==> config.mk <==
export PLATFORM = sky130hd
export DESIGN_NAME = tod_counter_fmt
export DESIGN_NICKNAME = d
export VERILOG_FILES = /design/src/rtl/clock_pkg.sv /design/src/rtl/bcd_wrap_counter.sv /design/src/rtl/tod_counter_fmt.sv
export SDC_FILE = /design/constraint.sdc
export NUM_CORES = 1
export LEC_CHECK = 0
export ABC_CLOCK_PERIOD_IN_PS = 5800
export BUFFER_PORTS_ARGS = -buffer_cell sky130_fd_sc_hd__buf_2
export CAP_MARGIN = 20
export CORE_MARGIN = 8
export CORE_UTILIZATION = 55
export CTS_CLUSTER_DIAMETER = 200
export DETAILED_ROUTE_END_ITERATION = 7
export GPL_TIMING_DRIVEN = 0
export PLACE_DENSITY = 0.92
export SETUP_SLACK_MARGIN = 0.2
export SYNTH_ARGS = -nofsm -noshare
export SYNTH_HDL_FRONTEND = slang
export SYNTH_SLANG_ARGS = --single-unit
==> constraint.sdc <==
create_clock -name clk -period 5.8 [get_ports clk]
set_clock_uncertainty 0.2 [all_clocks]
set_input_delay 0.58 -clock clk [delete_from_list [all_inputs] [get_ports clk]]
set_output_delay 0.58 -clock clk [all_outputs]
set_load 0.005 [all_outputs]
==> src/rtl/clock_pkg.sv <==
// Shared types and BCD helpers for the time-of-day core.
package clock_pkg;

    typedef logic [7:0] bcd8_t;

    localparam bcd8_t HOUR_MAX = 8'h23;
    localparam bcd8_t MS_MAX   = 8'h59;
    localparam bcd8_t NOON     = 8'h12;

    typedef struct packed {
        logic  pm;
        bcd8_t hour;
    } hour12_t;

    // Digit order matches numeric order once both digits are <= 9, so a plain compare bounds the value.
    function automatic logic bcd_valid(input bcd8_t v, input bcd8_t max);
        return (v[3:0] <= 4'd9) && (v[7:4] <= 4'd9) && (v <= max);
    endfunction

    function automatic bcd8_t bcd_next(input bcd8_t v, input bcd8_t max);
        bcd8_t r;
        if (v == max)
            r = 8'h00;
        else if (v[3:0] == 4'd9)
            r = {v[7:4] + 4'd1, 4'd0};
        else
            r = {v[7:4], v[3:0] + 4'd1};
        return r;
    endfunction

    function automatic hour12_t to_12h(input bcd8_t h24);
        hour12_t    r;
        logic [7:0] bin;
        bin    = 8'(h24[7:4]) * 8'd10 + 8'(h24[3:0]);
        r.pm   = 1'b0;
        r.hour = h24;
        if (h24 == 8'h00) begin
            r.hour = NOON;
        end else if (h24 == NOON) begin
            r.pm = 1'b1;
        end else if (h24 > NOON) begin
            bin    = bin - 8'd12;
            r.pm   = 1'b1;
            r.hour = {4'(bin / 8'd10), 4'(bin % 8'd10)};
        end
        return r;
    endfunction

endpackage

==> src/rtl/bcd_wrap_counter.sv <==
// Two-digit BCD counter wrapping at MAX; load has priority over increment.
module bcd_wrap_counter
    import clock_pkg::*;
#(
    parameter bcd8_t MAX = 8'h59
)
(
    input  logic       clk,
    input  logic       rst_n,
    input  logic       inc,
    input  logic       load,
    input  logic [7:0] load_val,
    output logic [7:0] q,
    output logic       carry
);

    // Combinational so the next digit pair up the chain steps in the same edge.
    assign carry = inc && (q == MAX);

    always_ff @(posedge clk) begin
        if (!rst_n)
            q <= 8'h00;
        else if (load)
            q <= load_val;
        else if (inc)
            q <= bcd_next(q, MAX);
    end

endmodule

==> src/rtl/tod_counter_fmt.sv <==
// Settable BCD time-of-day counter with 12/24h display formatting and hour:minute alarms.
module tod_counter_fmt
    import clock_pkg::*;
#(
    parameter int TICK_DIV   = 1,
    parameter int NUM_ALARMS = 2
)
(
    input  logic                    clk,
    input  logic                    rst_n,
    input  logic                    tick,
    input  logic                    mode,
    input  logic                    set_valid,
    output logic                    set_ready,
    input  logic [7:0]              set_hour,
    input  logic [7:0]              set_min,
    input  logic [7:0]              set_sec,
    output logic                    set_err,
    input  logic [8*NUM_ALARMS-1:0] alarm_hour,
    input  logic [8*NUM_ALARMS-1:0] alarm_min,
    input  logic [NUM_ALARMS-1:0]   alarm_en,
    output logic [7:0]              hour24,
    output logic [7:0]              min,
    output logic [7:0]              sec,
    output logic [7:0]              show_hour,
    output logic                    show_pm,
    output logic [NUM_ALARMS-1:0]   alarm_hit,
    output logic                    day_carry
);

    localparam logic [9:0] PRESC_LAST = 10'(TICK_DIV - 1);

    logic [9:0]            presc;
    logic                  set_acc;
    logic                  set_ok;
    logic                  load;
    logic                  step;
    logic                  sec_carry;
    logic                  min_carry;
    logic                  hour_carry;
    bcd8_t                 min_next;
    bcd8_t                 hour_next;
    hour12_t               fmt;
    logic [NUM_ALARMS-1:0] hit_now;

    assign set_acc = set_valid && set_ready;
    assign set_ok  = bcd_valid(set_hour, HOUR_MAX) && bcd_valid(set_min, MS_MAX)
                  && bcd_valid(set_sec, MS_MAX);
    assign load    = set_acc && set_ok;
    // Any accepted set request, good or bad, swallows a coincident second step.
    assign step    = tick && !set_acc && (presc == PRESC_LAST);

    bcd_wrap_counter #(.MAX(MS_MAX)) u_sec (
        .clk      (clk),
        .rst_n    (rst_n),
        .inc      (step),
        .load     (load),
        .load_val (set_sec),
        .q        (sec),
        .carry    (sec_carry)
    );

    bcd_wrap_counter #(.MAX(MS_MAX)) u_min (
        .clk      (clk),
        .rst_n    (rst_n),
        .inc      (sec_carry),
        .load     (load),
        .load_val (set_min),
        .q        (min),
        .carry    (min_carry)
    );

    bcd_wrap_counter #(.MAX(HOUR_MAX)) u_hour (
        .clk      (clk),
        .rst_n    (rst_n),
        .inc      (min_carry),
        .load     (load),
        .load_val (set_hour),
        .q        (hour24),
        .carry    (hour_carry)
    );

    assign min_next  = sec_carry ? bcd_next(min, MS_MAX) : min;
    assign hour_next = min_carry ? bcd_next(hour24, HOUR_MAX) : hour24;
    assign fmt       = to_12h(hour24);

    always_comb begin
        hit_now = '0;
        for (int i = 0; i < NUM_ALARMS; i++) begin
            hit_now[i] = alarm_en[i] && sec_carry
                      && bcd_valid(alarm_hour[8*i +: 8], HOUR_MAX)
                      && bcd_valid(alarm_min[8*i +: 8], MS_MAX)
                      && (alarm_hour[8*i +: 8] == hour_next)
                      && (alarm_min[8*i +: 8] == min_next);
        end
    end

    always_ff @(posedge clk) begin
        if (!rst_n) begin
            presc     <= '0;
            set_ready <= 1'b1;
            set_err   <= 1'b0;
            day_carry <= 1'b0;
            alarm_hit <= '0;
            show_hour <= 8'h00;
            show_pm   <= 1'b0;
        end else begin
            set_ready <= !set_acc;
            set_err   <= set_acc && !set_ok;
            day_carry <= hour_carry;
            alarm_hit <= hit_now;
            show_hour <= mode ? hour24 : fmt.hour;
            show_pm   <= !mode && fmt.pm;
            if (set_acc) begin
                if (set_ok)
                    presc <= '0;
            end else if (tick) begin
                presc <= (presc == PRESC_LAST) ? 10'd0 : presc + 10'd1;
            end
        end
    end

endmodule

==> results of run 1 <==
## cells in the mapped netlist (3+ instances only)
cell type   n
nor2_1     52
dfxtp_1    48
nand2_1    40
o21ai_0    35
inv_1      30
xor2_1     28
ha_1       26
xnor2_1    24
nand3_1    21
a21oi_1    19
nor3_1     18
a211oi_1   13
mux2i_1    12
nand4_1    10
clkbuf_1    7
nor4_1      6
o21a_1      6
a211o_1     5
a22oi_1     5
and2_1      5
and3_1      5
o21ai_1     5
or3_1       5
nor3b_1     4
a21boi_0    3
a21o_1      3
a21oi_2     3
a31oi_1     3
a41o_1      3
buf_1       3
o211ai_1    3
o221ai_1    3
o22ai_1     3
o31ai_1     3
or2_2       3
or4_1       3
## state kept, by name (all words and copies together) (netlist names), 2 cells and up
register   cells
presc         10
show_hour      8
u_hour.q       8
u_min.q        8
u_sec.q        8
alarm_hit      2
## cell families (layout without fill, tap and decap cells)
group	Yosys count	count (layout)
compound gates	137	137
fa+ha+maj	28	28
mux	12	12
simple gates	194	194
buf+inv	44	152
xor+xnor	56	56
flops	48	48
## power groups by stage
| stage | Clock, uW | Combinational [uW] | Sequential, uW |
|---|---|---|---|
| after detailed placement | 0 | 197 | 349 |
| final | 245 | 201 | 342 |
| after global routing | 258 | 222 | 342 |
| after CTS | 248 | 199 | 341 |
| after global placement | 0 | 189 | 349 |
| after floorplan | 0 | 132 | 348 |
## cell type report
class | instances | area, um^2
Clock buffer | 6 | 72.6
Sequential cell | 48 | 961
Inverter | 30 | 113
Multi-Input combinational cell | 427 | 2980
Buffer | 14 | 63.8
Fill cell | 617 | 2400
Timing Repair Buffer | 100 | 500
Clock inverter | 2 | 35.0
Tap cell | 99 | 124
## path summary, 6_finish.rpt
check | from | to | slack (ns) | cells after the start
max | u_hour.q[4]$_SDFF_PN0_ | show_hour[2]$_SDFF_PN0_ | 0.61 | 19
min | set_ready$_SDFF_PN1_ | set_ready$_SDFF_PN1_ | 0.27 | 1
max reg2reg | u_hour.q[4]$_SDFF_PN0_ | show_hour[2]$_SDFF_PN0_ | 0.61 | 19
min reg2reg | set_ready$_SDFF_PN1_ | set_ready$_SDFF_PN1_ | 0.27 | 1
## per-layer routing
| layer | part of all wire | up-vias | track usage |
|---|---|---|---|
| li1 | - | 2103 | - |
| met2 | 0.49 | 208 | 0.400 |
| met5 | 0 | - | 0 |
| met1 | 0.41 | 2026 | 0.265 |
| met4 | 0.019 | 0 | 0.0688 |
| met3 | 0.077 | 28 | 0.0425 |
## placed cells by master, fill, tap and decap left out, drive strengths merged, types with 12 or more instances in the layout
master	count
a211oi	14
a21oi	22
buf	106
clkbuf	14
dfxtp	48
ha	26
inv	30
mux2i	12
nand2	41
nand3	22
nor2	54
nor3	19
o21ai	40
xnor2	25
xor2	29
## per-stage QoR
step	instance area (um^2)	hold slack [ns]	setup slack [ns]	std cells	total power, uW
after detailed placement	4740	0.250	0.723	718	547
after floorplan	4120	0.241	1.35	519	480
after CTS	4850	0.270	0.662	726	788
final	4850	0.274	0.609	726	788
after global placement	4740	0.240	0.904	718	538
after global routing	4850	0.320	0.363	726	821
==> results_dict.tcl, run 1 <==
set metrics [dict create \
    outcome "completed" \
    synth-edff-count 0 \
    netlist.top_cell.by_area "dfxtp_1" \
    ys_ff_latch 48 \
    grt_start_max_net_pins 15 \
    path_buf_inv 3 \
    antenna_cells 0 \
    via_per_inst 6.01 \
    layout.nets 717 \
    synth_mux_area_frac 0.0292 \
    rsz0062_at_grt "no" \
    worst_slew_pin_slew_ns 0.679 \
    synth.avg_cell_area_um2 7.93 \
    worst_setup_path_start_kind "flip-flop" \
    final_max_slew_viol_count 0 \
    cts_resized 0 \
    grt_antenna_before_repair 0 \
    critical_path_class "reg2reg" \
    p_int_uw 550 \
    synth_area_um2 4120 \
    synth_top_family_by_area "simple AND/OR/NAND/NOR gates" \
    period_minus_slack_ns 5.19 \
    ant_nets 0 \
    fin_setup_tns_ns 0 \
    cts_buffer_depth 2 \
    drt_iter0_markers 357 \
    maxCapViolCount 0 \
    synth_cells 519 \
    cts_sinks 48 \
    yosysWarnings 0 \
    relSlewSlack 0.547 \
    synthXorXnorAreaFrac 0.133 \
    cts_tree "done" \
    power_switching_uw 239 \
    io_pins 101 \
    comb_power_share 0.256 \
    synth_compound_area_frac 0.233 \
    rows 31 \
    setup_viol 0 \
    synth_area_leaders "dfxtp_1, ha_1, xor2_1" \
    post-dp-hpwl_mm 9.72 \
    cp_slowest_cell "dfxtp_1" \
    cp_cell_sequence "ha_1 -> ha_1 -> inv_1 -> fa_1 -> clkbuf_2 -> xor2_1 -> ha_1 -> clkbuf_1 -> or4_1 -> o311ai_1 -> o22ai_1 -> nor4bb_1 -> a211o_1 -> a211oi_1 -> o31ai_2 -> o311ai_1 -> or3_1 -> xnor2_1 -> o32ai_1" \
    dieHeight_um 103 \
    synth_fp_nets 610 \
    synthFlopType "dfxtp_1" \
    synth-async-reset-ratio 0 \
    clk_latency_ns 0.31 \
    post-cts-setup-buffers 0 \
    clock.fmax_mhz 193 \
    clkPwrFrac 0.311 \
    crit_path_end_kind "flip-flop" \
    worstPathArrival_ns 5.17 \
    worstHoldPathType "reg2reg" \
    fin_crit_sh 0.895 \
    post-route-util 0.668 \
    grt_overflow_total 0 \
    wl_per_cell_um 16.6 \
    drt_wl_total_mm 12.1 \
    slowest_delay_ns 0.62 \
    yosysTopAreaCellShare 0.233 \
    synth_cell_types 80 \
    pwr-share-seq 0.433 \
    grt_pass1_wl_mm 19.3 \
    drcViolationCount 0 \
    dr.pass1.iters 7 \
    synth-seq-area-share 0.233 \
    yosys.area_share.adder 0.0888 \
    start_util 0.568 \
    globalplace.congestion 0.875 \
    cellLeakagePower_uw 0.00213 \
    cts_root_buf "clkbuf_8" \
    die_x_um 103 \
    track_usage 0.225 \
    cts_max_level 2 \
    clk_pin_slew_ns 0.10 \
    vias 4365 \
    area_growth_pct 17.8 \
    hold_viol 0 \
    cts_buffers 5 \
    worstPathRequired_ns 5.78 \
    io_buffer_count 100 \
    die_area_um2 10500 \
    pwr_density_cell_nw_per_um2 163 \
    drive_above_1_share 0.219 \
    crit_family "simple AND/OR/NAND/NOR gates" \
    first_global_vias 4276 \
    path_max_fanout 11 \
    synth_simple_gate_area_frac 0.241 \
    swShare 0.303 \
    cts-hold-fix-buffers 0 \
    cp_common_cell "ha_1" \
    vdd_drop_max_mv 0.128 \
    coreArea_um2 7250 \
]
(Power assumes the default switching activity.)
==> inputs of run 2 (changes only) <==
--- a/config.mk
+++ b/config.mk
@@ -8,6 +8,7 @@
 export ABC_CLOCK_PERIOD_IN_PS = 5800
 export BUFFER_PORTS_ARGS = -buffer_cell sky130_fd_sc_hd__buf_2
 export CAP_MARGIN = 20
+export CORE_ASPECT_RATIO = 0.75
 export CORE_MARGIN = 8
 export CORE_UTILIZATION = 55
 export CTS_CLUSTER_DIAMETER = 200
==> run 2 against run 1 <==
Non-clock buffer count unchanged. Critical path type unchanged. Global-route usage rose by 1.5 points. Sequential power is essentially flat. Via count rose by 2.5%. Combinational power up 2%. Register-to-register slack is essentially flat. Largest cell class unchanged. Sequential share of layout area fell by 0.097 points. Largest power group unchanged. Count of clock-buffer cells in the layout shrank 1.
==> results_dict.tcl, run 2 (synthesis results as in run 1) <==
set metrics [dict create \
    start_util 0.564 \
    crit_path_end_kind "flip-flop" \
    antenna_cells 0 \
    post-dp-hpwl_mm 9.99 \
    coreArea_um2 7300 \
    cellLeakagePower_uw 0.00214 \
    critical_path_class "reg2reg" \
    finish.instance_area_um2 4870 \
    drt_wl_total_mm 12.9 \
    mostFrequentLayoutCells "buf_2, nor2_1, dfxtp_1" \
    worstPathArrival_ns 5.18 \
    grt_antenna_before_repair 0 \
    finalPower_uw 838 \
    track_usage 0.240 \
    n_fill_cell 611 \
    fin_setup_tns_ns 0 \
    dr.pass1.iters 5 \
    relSlewSlack 0.516 \
    cts-hold-fix-buffers 0 \
    holdWs_ns 0.283 \
    first_global_vias 4547 \
    vdd_drop_max_mv 0.111 \
    ant_nets 0 \
    cts_buffer_depth 2 \
    maxCapViolCount 0 \
    worst_setup_path_start_kind "flip-flop" \
    clk_latency_ns 0.31 \
    period_minus_slack_ns 5.19 \
    outcome "completed" \
    hold_viol 0 \
    post-cts-setup-buffers 0 \
    drt_iter0_markers 458 \
    cts_tree "done" \
    setup_viol 0 \
    wl_per_cell_um 17.8 \
    clk_pin_slew_ns 0.10 \
    cts_buffers 5 \
    clock.fmax_mhz 193 \
    io_pins 101 \
    regMostFlops "presc" \
    via_per_inst 6.15 \
    layout.nets 717 \
    rows 27 \
    rsz0062_at_grt "no" \
    area_growth_pct 18.4 \
    final_common_cell "buf_2" \
    worstHoldPathType "reg2reg" \
    cts_sinks 48 \
    cts_resized 0 \
    final_max_slew_viol_count 0 \
    pwr_density_cell_nw_per_um2 172 \
    io_buffer_count 100 \
    cts_max_level 2 \
    dp.cells 720 \
    grt_overflow_total 0 \
    worst_slew_pin_slew_ns 0.719 \
    path_max_fanout 11 \
    grt_pass1_wl_mm 20.9 \
    die_x_um 116 \
    drcViolationCount 0 \
    largest_reg_flops 10 \
    stdcell_count 727 \
    drive_above_1_share 0.219 \
    globalplace.congestion 0.891 \
    cts_root_buf "clkbuf_8" \
    grt_start_max_net_pins 15 \
    die_area_um2 10500 \
    dpl_cell_area_um2 4740 \
    fin_crit_sh 0.895 \
    worstPathRequired_ns 5.79 \
    dieHeight_um 90.9 \
    vias 4473 \
]
==> run 2: path summary, 6_finish.rpt <==
path,from,end,slack [ns],cells past startpoint
setup / recovery,u_hour.q[4]$_SDFF_PN0_,show_hour[2]$_SDFF_PN0_,0.61,19
hold / removal,set_ready$_SDFF_PN1_,set_ready$_SDFF_PN1_,0.28,1
setup reg to reg,u_hour.q[4]$_SDFF_PN0_,show_hour[2]$_SDFF_PN0_,0.61,19
hold reg to reg,set_ready$_SDFF_PN1_,set_ready$_SDFF_PN1_,0.28,1
==> run 2: routing by layer <==
metal / wire [um] / share of wire / GRT usage
met2: 5850 / 0.45 / 0.381
met1: 5590 / 0.43 / 0.304
met5: 0 / 0 / 0
met4: 367 / 0.028 / 0.0904
met3: 1120 / 0.087 / 0.0595
==> run 2: area by class of cell <==
cell class                 count  area (um^2)  share of cell area
clock buffer                   5         68.8              0.0141
tap                          101          126              0.0259
multi-input combinational    427         2980               0.611
clock inverter                 2         60.1              0.0123
timing repair buffer         100          500               0.103
buffer                        14         63.8              0.0131
inverter                      30          113              0.0231
sequential                    48          961               0.197
==> run 2: critical path, stage by stage (launching register included) <==
cell	delay, ns
dfxtp_1	0.63
ha_1	0.25
ha_1	0.16
inv_1	0.06
fa_1	0.36
clkbuf_2	0.18
xor2_1	0.16
ha_1	0.29
clkbuf_1	0.21
or4_1	0.52
o311ai_1	0.13
o22ai_1	0.15
nor4bb_1	0.29
a211o_1	0.22
a211oi_1	0.09
o31ai_2	0.24
o311ai_1	0.20
or3_1	0.43
xnor2_1	0.20
o32ai_1	0.11
==> run 2: stage by stage <==
| stage | setup WS [ns] | utilization |
|---|---|---|
| final | 0.609 | 0.668 |
| after global routing | 0.326 | 0.668 |
| after CTS | 0.743 | 0.668 |
| after detailed placement | 0.776 | 0.650 |
| after global placement | 0.939 | 0.650 |
| after floorplan | 1.35 | - |
==> run 2: power breakdown <==
group          switching, uW  total, uW  internal, uW
Sequential              7.49        342           335
Clock                    121        291           170
Combinational            118        205          87.1
